**config.mk**
```make
export PLATFORM = sky130hd
export DESIGN_NAME = mcycle_unit
export DESIGN_NICKNAME = d
export VERILOG_FILES = /design/src/rtl/mcycle_pkg.sv /design/src/rtl/mcycle_abs_neg.sv /design/src/rtl/mcycle_unit.sv
export SDC_FILE = /design/constraint.sdc
export NUM_CORES = 1
export LEC_CHECK = 0
export CELL_PAD_IN_SITES_DETAIL_PLACEMENT = 1
export CELL_PAD_IN_SITES_GLOBAL_PLACEMENT = 2
export CORE_ASPECT_RATIO = 1.5
export CORE_MARGIN = 2
export CORE_UTILIZATION = 28
export CTS_BUF_LIST = sky130_fd_sc_hd__clkbuf_16
export CTS_CLUSTER_DIAMETER = 120
export CTS_CLUSTER_SIZE = 25
export DETAILED_ROUTE_END_ITERATION = 16
export PLACE_DENSITY = 0.67
export SYNTH_ARGS = -nofsm -noshare
export SYNTH_HDL_FRONTEND = slang
export SYNTH_SLANG_ARGS = --single-unit
```
**constraint.sdc**
```tcl
create_clock -name CLK -period 4.4 [get_ports CLK]
set_input_delay 0.88 -clock CLK [delete_from_list [all_inputs] [get_ports CLK]]
set_output_delay 0.88 -clock CLK [all_outputs]
set_load 0.005 [all_outputs]
```
**src/rtl/mcycle_pkg.sv**
```systemverilog
// mcycle_pkg
// Shared definitions for the multi-cycle multiply/divide unit:
//   - operation encodings carried on MCycleOp
//   - controller state encoding
//   - iteration counter width helper
package mcycle_pkg;

    typedef enum logic [1:0] {
        MCYCLE_SMUL = 2'b00,
        MCYCLE_UMUL = 2'b01,
        MCYCLE_SDIV = 2'b10,
        MCYCLE_UDIV = 2'b11
    } mcycle_op_e;

    typedef enum logic [1:0] {
        ST_IDLE    = 2'b00,
        ST_PREP    = 2'b01,
        ST_COMPUTE = 2'b10,
        ST_FIX     = 2'b11
    } mcycle_state_e;

    // Width of the COMPUTE iteration counter: clog2(width+1).
    function automatic int mcycle_cnt_w(input int width);
        return $clog2(width + 1);
    endfunction

endpackage

```
**src/rtl/mcycle_abs_neg.sv**
```systemverilog
// mcycle_abs_neg
// Conditional two's-complement: result = negate ? -value : value.
// Used both to take magnitudes of signed operands and to restore the
// sign of products, quotients and remainders.
// Ports:
//   value   in  DATA_W  operand
//   negate  in  1       1 = output the two's complement of value
//   result  out DATA_W  conditionally negated value
module mcycle_abs_neg #(
    parameter int DATA_W = 8
) (
    input  logic [DATA_W-1:0] value,
    input  logic              negate,
    output logic [DATA_W-1:0] result
);

    assign result = negate ? ((~value) + DATA_W'(1)) : value;

endmodule

```
**src/rtl/mcycle_unit.sv**
```systemverilog
// mcycle_unit
// Multi-cycle WIDTH x WIDTH multiply (2*WIDTH-bit product) and WIDTH / WIDTH
// divide (quotient, remainder), signed or unsigned. Sequence per operation:
// IDLE -> PREP (magnitudes, result signs) -> COMPUTE (one bit per cycle)
// -> FIX (sign restore, result register) -> IDLE with a one-cycle Done.
// Ports:
//   CLK        in   clock, rising edge
//   RESET_N    in   asynchronous active-low reset
//   Start      in   request, sampled only in IDLE
//   MCycleOp   in   2  00 smul, 01 umul, 10 sdiv, 11 udiv
//   Operand1   in   WIDTH multiplicand / dividend
//   Operand2   in   WIDTH multiplier / divisor
//   Result1    out  WIDTH product low half / quotient
//   Result2    out  WIDTH product high half / remainder
//   Busy       out  operation in progress (WIDTH+2 cycles)
//   Done       out  one-cycle pulse when results become valid
//   DivByZero  out  divide had a zero divisor; cleared at next accepted Start
// Build option:
//   MCYCLE_EARLY_TERM_EN  multiply leaves COMPUTE once the remaining
//                         multiplier bits are all zero (divide unchanged).
module mcycle_unit
    import mcycle_pkg::*;
#(
    parameter int WIDTH = 32
) (
    input  logic             CLK,
    input  logic             RESET_N,
    input  logic             Start,
    input  logic [1:0]       MCycleOp,
    input  logic [WIDTH-1:0] Operand1,
    input  logic [WIDTH-1:0] Operand2,
    output logic [WIDTH-1:0] Result1,
    output logic [WIDTH-1:0] Result2,
    output logic             Busy,
    output logic             Done,
    output logic             DivByZero
);

    localparam int CNT_W = mcycle_cnt_w(WIDTH);
    localparam int AW    = 2 * WIDTH;

    mcycle_state_e    state_q, state_d;
    mcycle_op_e       op_q, op_d;
    logic [WIDTH-1:0] op1_q, op1_d;
    logic [WIDTH-1:0] op2_q, op2_d;
    logic             neg_res_q, neg_res_d;
    logic             neg_rem_q, neg_rem_d;
    logic             dbz_q, dbz_d;
    // Mul: running product. Div: {remainder, dividend/quotient shift register}.
    logic [AW-1:0]    acc_q, acc_d;
    // Mul: left-shifting multiplicand. Div: divisor magnitude in the low bits.
    logic [AW-1:0]    mcand_q, mcand_d;
    logic [WIDTH-1:0] mplier_q, mplier_d;
    logic [CNT_W-1:0] cnt_q, cnt_d;
    logic [WIDTH-1:0] res1_q, res1_d;
    logic [WIDTH-1:0] res2_q, res2_d;
    logic             done_q, done_d;
    logic             dbz_flag_q, dbz_flag_d;

    logic             is_div, is_signed;
    logic             sign1, sign2;
    logic [WIDTH:0]   abs1_in, abs2_in, mag1, mag2;
    logic [AW-1:0]    fix_in, fix_out;
    logic [WIDTH-1:0] rem_out;
    logic [WIDTH:0]   rem_sh, trial;
    logic             last_iter;

    assign is_div    = (op_q == MCYCLE_SDIV) || (op_q == MCYCLE_UDIV);
    assign is_signed = (op_q == MCYCLE_SMUL) || (op_q == MCYCLE_SDIV);
    assign sign1     = is_signed & op1_q[WIDTH-1];
    assign sign2     = is_signed & op2_q[WIDTH-1];

    // Magnitudes are WIDTH+1 bits wide so that -2^(WIDTH-1) becomes an
    // exact +2^(WIDTH-1); unsigned operands are simply zero-extended.
    assign abs1_in = {sign1, op1_q};
    assign abs2_in = {sign2, op2_q};

    mcycle_abs_neg #(.DATA_W(WIDTH + 1)) u_abs1 (
        .value (abs1_in),
        .negate(sign1),
        .result(mag1)
    );

    mcycle_abs_neg #(.DATA_W(WIDTH + 1)) u_abs2 (
        .value (abs2_in),
        .negate(sign2),
        .result(mag2)
    );

    // One 2*WIDTH negator serves both the full product and the quotient
    // (the quotient is zero-extended; only its low half is kept).
    assign fix_in = is_div ? {{WIDTH{1'b0}}, acc_q[WIDTH-1:0]} : acc_q;

    mcycle_abs_neg #(.DATA_W(AW)) u_neg_res (
        .value (fix_in),
        .negate(neg_res_q),
        .result(fix_out)
    );

    mcycle_abs_neg #(.DATA_W(WIDTH)) u_neg_rem (
        .value (acc_q[AW-1:WIDTH]),
        .negate(neg_rem_q),
        .result(rem_out)
    );

    // Restoring-divide trial subtraction. The partial remainder stays below
    // the divisor, so bit WIDTH of the difference is a reliable borrow.
    assign rem_sh = {acc_q[AW-1:WIDTH], acc_q[WIDTH-1]};
    assign trial  = rem_sh - {1'b0, mcand_q[WIDTH-1:0]};

`ifdef MCYCLE_EARLY_TERM_EN
    assign last_iter = (cnt_q == '0) || (!is_div && (mplier_q[WIDTH-1:1] == '0));
`else
    assign last_iter = (cnt_q == '0);
`endif

    always_comb begin
        state_d    = state_q;
        op_d       = op_q;
        op1_d      = op1_q;
        op2_d      = op2_q;
        neg_res_d  = neg_res_q;
        neg_rem_d  = neg_rem_q;
        dbz_d      = dbz_q;
        acc_d      = acc_q;
        mcand_d    = mcand_q;
        mplier_d   = mplier_q;
        cnt_d      = cnt_q;
        res1_d     = res1_q;
        res2_d     = res2_q;
        done_d     = 1'b0;
        dbz_flag_d = dbz_flag_q;

        case (state_q)
            ST_IDLE: begin
                if (Start) begin
                    op_d       = mcycle_op_e'(MCycleOp);
                    op1_d      = Operand1;
                    op2_d      = Operand2;
                    dbz_flag_d = 1'b0;
                    state_d    = ST_PREP;
                end
            end

            ST_PREP: begin
                neg_res_d = sign1 ^ sign2;
                neg_rem_d = sign1;
                cnt_d     = CNT_W'(WIDTH - 1);
                if (is_div) begin
                    acc_d    = {{WIDTH{1'b0}}, mag1[WIDTH-1:0]};
                    mcand_d  = {{(WIDTH-1){1'b0}}, mag2};
                    mplier_d = '0;
                    dbz_d    = (op2_q == '0);
                end else begin
                    acc_d    = '0;
                    mcand_d  = {{(WIDTH-1){1'b0}}, mag1};
                    mplier_d = mag2[WIDTH-1:0];
                    dbz_d    = 1'b0;
                end
                state_d = ST_COMPUTE;
            end

            ST_COMPUTE: begin
                if (is_div) begin
                    if (!trial[WIDTH]) begin
                        acc_d = {trial[WIDTH-1:0], acc_q[WIDTH-2:0], 1'b1};
                    end else begin
                        acc_d = {rem_sh[WIDTH-1:0], acc_q[WIDTH-2:0], 1'b0};
                    end
                end else begin
                    if (mplier_q[0]) begin
                        acc_d = acc_q + mcand_q;
                    end
                    mcand_d  = mcand_q << 1;
                    mplier_d = mplier_q >> 1;
                end
                cnt_d = cnt_q - CNT_W'(1);
                if (last_iter) begin
                    state_d = ST_FIX;
                end
            end

            ST_FIX: begin
                if (is_div) begin
                    if (dbz_q) begin
                        // Zero divisor: all-ones quotient, dividend passed through untouched.
                        res1_d = '1;
                        res2_d = op1_q;
                    end else begin
                        res1_d = fix_out[WIDTH-1:0];
                        res2_d = rem_out;
                    end
                end else begin
                    res1_d = fix_out[WIDTH-1:0];
                    res2_d = fix_out[AW-1:WIDTH];
                end
                done_d     = 1'b1;
                dbz_flag_d = is_div & dbz_q;
                state_d    = ST_IDLE;
            end

            default: state_d = ST_IDLE;
        endcase
    end

    always_ff @(posedge CLK or negedge RESET_N) begin
        if (!RESET_N) begin
            state_q    <= ST_IDLE;
            op_q       <= MCYCLE_SMUL;
            op1_q      <= '0;
            op2_q      <= '0;
            neg_res_q  <= 1'b0;
            neg_rem_q  <= 1'b0;
            dbz_q      <= 1'b0;
            acc_q      <= '0;
            mcand_q    <= '0;
            mplier_q   <= '0;
            cnt_q      <= '0;
            res1_q     <= '0;
            res2_q     <= '0;
            done_q     <= 1'b0;
            dbz_flag_q <= 1'b0;
        end else begin
            state_q    <= state_d;
            op_q       <= op_d;
            op1_q      <= op1_d;
            op2_q      <= op2_d;
            neg_res_q  <= neg_res_d;
            neg_rem_q  <= neg_rem_d;
            dbz_q      <= dbz_d;
            acc_q      <= acc_d;
            mcand_q    <= mcand_d;
            mplier_q   <= mplier_d;
            cnt_q      <= cnt_d;
            res1_q     <= res1_d;
            res2_q     <= res2_d;
            done_q     <= done_d;
            dbz_flag_q <= dbz_flag_d;
        end
    end

    assign Result1   = res1_q;
    assign Result2   = res2_q;
    assign Busy      = (state_q != ST_IDLE);
    assign Done      = done_q;
    assign DivByZero = dbz_flag_q;

endmodule
```
# Word level (Yosys, flattened, before mapping)
# Index checks and enable logic that the tools add are counted.
# Widths: inputs -> output; s select.
[word_totals] inputBits=69 word_cells=81 output_inout_bits=67 regBits=303
[classes] mux=28 n_reduce_logical=14 add_sub_neg=7 eq_ne=9 bitwise_logic=8
[op_table] operator="$mux 64" n=6
[op_table] operator="$mux 32" n=8
[op_table] operator="$pmux 64 s2" n=2
[op_table] operator="$mux 33" n=3
[op_table] operator="$add 33x1->33 const B" n=2
[op_table] operator="$not 33->33" n=2
[op_table] operator="$add 64x1->64 const B" n=1
[op_table] operator="$add 64x64->64" n=1
[op_table] operator="$not 64->64" n=1
[op_table] operator="$pmux 32 s2" n=1
[op_table] operator="$sub 33x32->33" n=1
[op_table] operator="$add 32x1->32 const B" n=1
[op_table] operator="$logic_not 32->1" n=1
[op_table] operator="$not 32->32" n=1
[op_table] operator="$pmux 6 s2" n=1
[op_table] operator="$reduce_and 2->1" n=5
[op_table] operator="$eq 2x2->1 const B" n=4
[op_table] operator="$pmux 2 s4" n=1
[op_table] operator="$logic_not 6->1" n=1
[op_table] operator="$ne 2x2->1 const B" n=3
[op_table] operator="$reduce_bool 2->1" n=3
[op_table] operator="$sub 6x1->6 const B" n=1
[op_table] operator="$logic_not 2->1" n=2
[op_table] operator="$mux 2" n=2
[op_table] operator="other kinds (7)" n=12

# Longest topological paths before layout
[logic_depth] ltp_word=8 depth_mapped=14 depth_no_buf=13

# Hierarchy
# Synthesis repeated with hierarchy kept, for this count alone.
[hier_totals] hier_cells=2673 hier_area_um2=23731.5
[modules_own_cells] mod="mcycle_unit" seq_area_each_um2=7582.3 cells_each=2154 area_per_inst_um2=19613.8 n_inst=1
[modules_own_cells] mod="mcycle_abs_neg at u_abs1 ..." seq_area_each_um2=0.0 cells_each=107 area_per_inst_um2=845.8 n_inst=2
[modules_own_cells] mod="mcycle_abs_neg at u_neg_res" seq_area_each_um2=0.0 cells_each=206 area_per_inst_um2=1649.1 n_inst=1
[modules_own_cells] mod="mcycle_abs_neg at u_neg_rem" seq_area_each_um2=0.0 cells_each=99 area_per_inst_um2=777.0 n_inst=1

# Worst setup path after synthesis
# No wires, ideal clock.
[synth_path] path_kind="reg2reg" start="register acc_q[31]" end="register acc_q[45]" required_ps=4268 path_slack_ps=969 arrival_ps=3299 period_less_slack_ps=3431 setup_ps=132 stages_incl_launch_ff=15 n_path_buf=1 cell_sequence="dfrtp_1 -> inv_1 -> ha_1 -> fa_1 -> nor2b_1 -> o31a_1 -> o31a_1 -> a21o_1 -> a21oi_1 -> o21ai_1 -> xor2_1 -> clkbuf_1 -> mux2_1 -> a22oi_1 -> o21ai_1"
[synth_between] elab_chain_len=4 elab_cells_between_ends=6 cone_classes="2 x add/sub; 4 x mux"
[synth_rtl] element="start: declaration" line="mcycle_unit.sv:50" source="logic [AW-1:0] acc_q, acc_d;"
[synth_rtl] element="start signal: assignment" line="mcycle_unit.sv:215" source="acc_q <= '0;"
[synth_rtl] element="start signal: assignment" line="mcycle_unit.sv:231" source="acc_q <= acc_d;"
[synth_rtl] element="$add 64x64->64 / $sub 33x32->33 (equally long branches)" line="mcycle_unit.sv:172, mcycle_unit.sv:109"
[synth_rtl] element="$mux 64, on equally long branches" line="mcycle_unit.sv:171, mcycle_unit.sv:165"
[synth_rtl] element="$mux 64 (*)" line="mcycle_unit.sv:164" source="if (is_div) begin"
[synth_rtl] element="$pmux 64 s2 (*)" line="mcycle_unit.sv:134" source="case (state_q)"
# Mark *: on every way between the ends. The rest lies on a longest branch, timed or not. The select of a mux whose other input is x is not followed.
# A chain may end at the register's enable or synchronous reset.

# Worst setup path in the final report
[layout_path] start="register acc_q[27]" end="register acc_q[54]"
[layout_between] elab_chain_len=4
[layout_rtl] element="$add 64x64->64" line="mcycle_unit.sv:172" source="acc_d = acc_q + mcand_q;"
[layout_rtl] element="$mux 64" line="mcycle_unit.sv:171" source="if (mplier_q[0]) begin"
[layout_rtl] element="$mux 64" line="mcycle_unit.sv:164"
[layout_rtl] element="$pmux 64 s2" line="mcycle_unit.sv:134"
# No other way between the ends. The select of a mux whose other input is x is not followed.

==> impl_metrics.toml <==
[outcome]
outcome = "completed"

[sta]
rsz0062_at_grt = "no"
fin_tns_setup_ns = 0
worst_pin_slew_ns = 1.30
slew_headroom = 0.134
fin_ws_ns = 0.224
fmax_ghz = 0.239
hold_viol_final = 0
fin_crit_ns = 4.18
fin_crit_sh = 0.949
drv_slew = 0
setup_viol = 0
finClkSkew_ns = 0.0371

[clock_tree]
clock_tree.buffer_depth = 3
cts_tree = "done"
clkSinkCount = 303
cts_hold_buffers = 0
cts_buffers = 16
clk_pin_slew_ns = 0.12
cts_resized = 0
cts-htree-levels = 1
worstSkewPairLatency_ns = 0.58
root_buffer = "clkbuf_16"
cts_setup_buffers = 0

[logic_synthesis]
synth_edf_count = 0
synthFlopType = "dfrtp_1"
synth.top_cells.by_area = "dfrtp_1 (34%), ha_1 (5.9%), a21oi_1 (5.6%)"
yosysTopAreaCell = "dfrtp_1"
syn_area_per_cell_um2 = 8.38
synth_cells = 2656
synth_top_area_share = 0.341
ys_types = 80
ys_ff_latch = 303
synth.yosys.seq_area_share = 0.341
synthesis.nets = 2832
ys.warnings.count = 0
async_reset_ff_frac = 1.00
syn_area_um2 = 22300

[power_and_ir_drop]
total_power_mw = 23.3
pwr-share-comb = 0.666
peakVddDrop_mv = 0.460
pwr-share-clk = 0.077
seq_power_share = 0.257
p_sw_mw = 12.9
p_int_mw = 10.3
leakagePower_nw = 10.5
cellPowerDensity_nw_per_um2 = 918
switching_share = 0.556

[routing]
drt_iter0_drc = 1322
vias_per_cell = 5.60
routedWlPerCell_um = 27.5
finalWirelength_um = 103000
vias = 20900
drc_errors = 0
firstDrtPassIters = 8
ant_nets = 0

[floorplan]
die_w_um = 234
design.die.area_um2 = 81800
ios = 136
fp-row-count = 126
start_util = 0.283
die_h_um = 349
core_um2 = 78700

[cells_and_area]
fillCellCount = 9254
area_delta_synth_final_pct = 13.9
final_util = 0.322
final_common_cell = "dfrtp_1"
n_antenna_cell = 0
final_cell_mix = "dfrtp_1 (301), nor2_1 (264), nand2_1 (256)"
drive_gt1_frac = 0.0790
final_nets = 2880

[worst_setup_path]
worst_ep_required_time_ns = 4.84
start_kind = "register"
cp_cell_sequence = "ha_1 > a21oi_1 > o21ai_1 > or3_1 > a311oi_1 > buf_4 > nor2_1 > o21a_1 > o31ai_2 > o21ai_1 > xor2_1 > a221o_1"
r2r_start = "acc_q[27]$_DFFE_PN0P_"
endpoint_kind = "register"
cp.arrival_ns = 4.61
crit_type = "reg2reg"
cp_common_cell = "o21ai_1"
crit_fanout = 7
cp_slowest_cell = "dfrtp_1"
worst_path_largest_cell_delay_ns = 0.53
critical_path.startpoint = "acc_q[27]$_DFFE_PN0P_"

[place]
numPortBuffers = 135
place_congestion = 0.906
dp_hpwl_um = 80600
pre_cts_ws_ns = 0.123

[hold_path]
min_path_type = "in2async"

[global_route]
grt_overflow = 0
grt_pass1_vias = 22100
grt_pass1_wl_um = 151000
grt_usage = 0.249
antenna_found_initial = 2
grt_start_max_net_pins = 96

[run]
max_cap_viol_count = 0
[registers in the layout, indices dropped and copies added, names as in the netlist]
name / count
acc_q: 64
mcand_q: 64
Result1: 32
Result2: 32
mplier_q: 32
op1_q: 32
op2_q: 32
cnt_q: 6
op_q: 2
state_q: 2
DivByZero: 1
Done: 1
dbz_q: 1
neg_rem_q: 1
neg_res_q: 1
[critical path, delay by kind of cell, from the launching register on]
| kind | cells | cell delay (ns) |
|---|---|---|
| flops | 1 | 0.53 |
| simple gates | 2 | 0.50 |
| buf+inv | 1 | 0.22 |
| xor+xnor | 1 | 0.19 |
| fa+ha+maj | 1 | 0.48 |
| compound gates | 7 | 2.10 |
[cell usage after synthesis (11+ instances only)]
cell,n
a211oi_1,12
buf_1,14
o21bai_1,21
o22ai_1,13
nor2_1,266
clkbuf_1,159
nand2b_1,14
a21oi_1,250
o21ai_1,66
o31ai_1,25
nand3_1,36
or3_1,32
or4_1,12
nor3_1,30
a22o_1,33
o21a_1,22
a222oi_1,11
nand4_1,30
o41ai_1,17
a22oi_1,19
o21ai_0,187
dfrtp_1,303
nor2b_1,16
o211ai_1,30
nor4_1,17
a21o_1,43
mux2i_1,30
a221oi_1,41
xor2_1,113
ha_1,105
inv_1,80
xnor2_1,122
a31oi_1,11
nand2_1,258
a221o_1,16
mux2_2,78
[power groups by stage]
stage / Combinational, mW / Sequential [mW] / Clock, mW
finish: 15.5 / 5.98 / 1.79
global route: 16.9 / 6.13 / 1.94
CTS: 15.6 / 6.01 / 1.87
detailed placement: 15.5 / 6.06 / 0
global placement: 15.3 / 6.02 / 0
floorplan: 9.78 / 4.96 / 0
[final cells by class]
cell class | instances | area [µm²] | share of cell area
clock inverter | 6 | 36.3 | 0.00143
multi-input combinational | 2091 | 13700 | 0.542
inverter | 82 | 308 | 0.0121
timing repair buffer | 210 | 1980 | 0.0781
tap | 1024 | 1280 | 0.0505
clock buffer | 17 | 425 | 0.0168
sequential | 303 | 7590 | 0.299
[final timing paths]
kind	end	slack [ns]	cells after the start
max	acc_q[54]$_DFFE_PN0P_	0.22	12
min	op2_q[28]$_DFFE_PN0P_	0.35	1
max reg2reg	acc_q[54]$_DFFE_PN0P_	0.22	12
min reg2reg	mplier_q[14]$_DFFE_PN0P_	0.49	2
max in group asynchronous	op1_q[22]$_DFFE_PN0P_	3.03	2
min in group CLK	mplier_q[14]$_DFFE_PN0P_	0.49	2
[metal layers]
layer	global-route usage	up-vias	share of wire
li1	-	9652	-
met1	0.266	10600	0.37
met2	0.464	432	0.53
met3	0.0219	208	0.028
met4	0.161	4	0.075
met5	0	-	0.00025
[kinds of logic after synthesis]
kind of cell               Yosys count  share of synthesized area
and+or+nand+nor                    762                      0.155
buffers and inverters              262                     0.0452
muxes                              112                     0.0550
adders and majority gates          107                     0.0608
xor gates and xnor gates           236                     0.0932
AOI/OAI and AO/OA                  874                      0.250
DFF                                303                      0.341
[metrics by stage]
stage | instance area, µm² | std cells | hold WS, ns
floorplan | 22300 | 2656 | 0.450
global placement | 24900 | 3710 | 0.461
detailed placement | 24900 | 3710 | 0.474
CTS | 25400 | 3733 | 0.376
global route | 25400 | 3733 | 0.402
finish | 25400 | 3733 | 0.350
No activity file was read; power rests on OpenSTA's default activity.
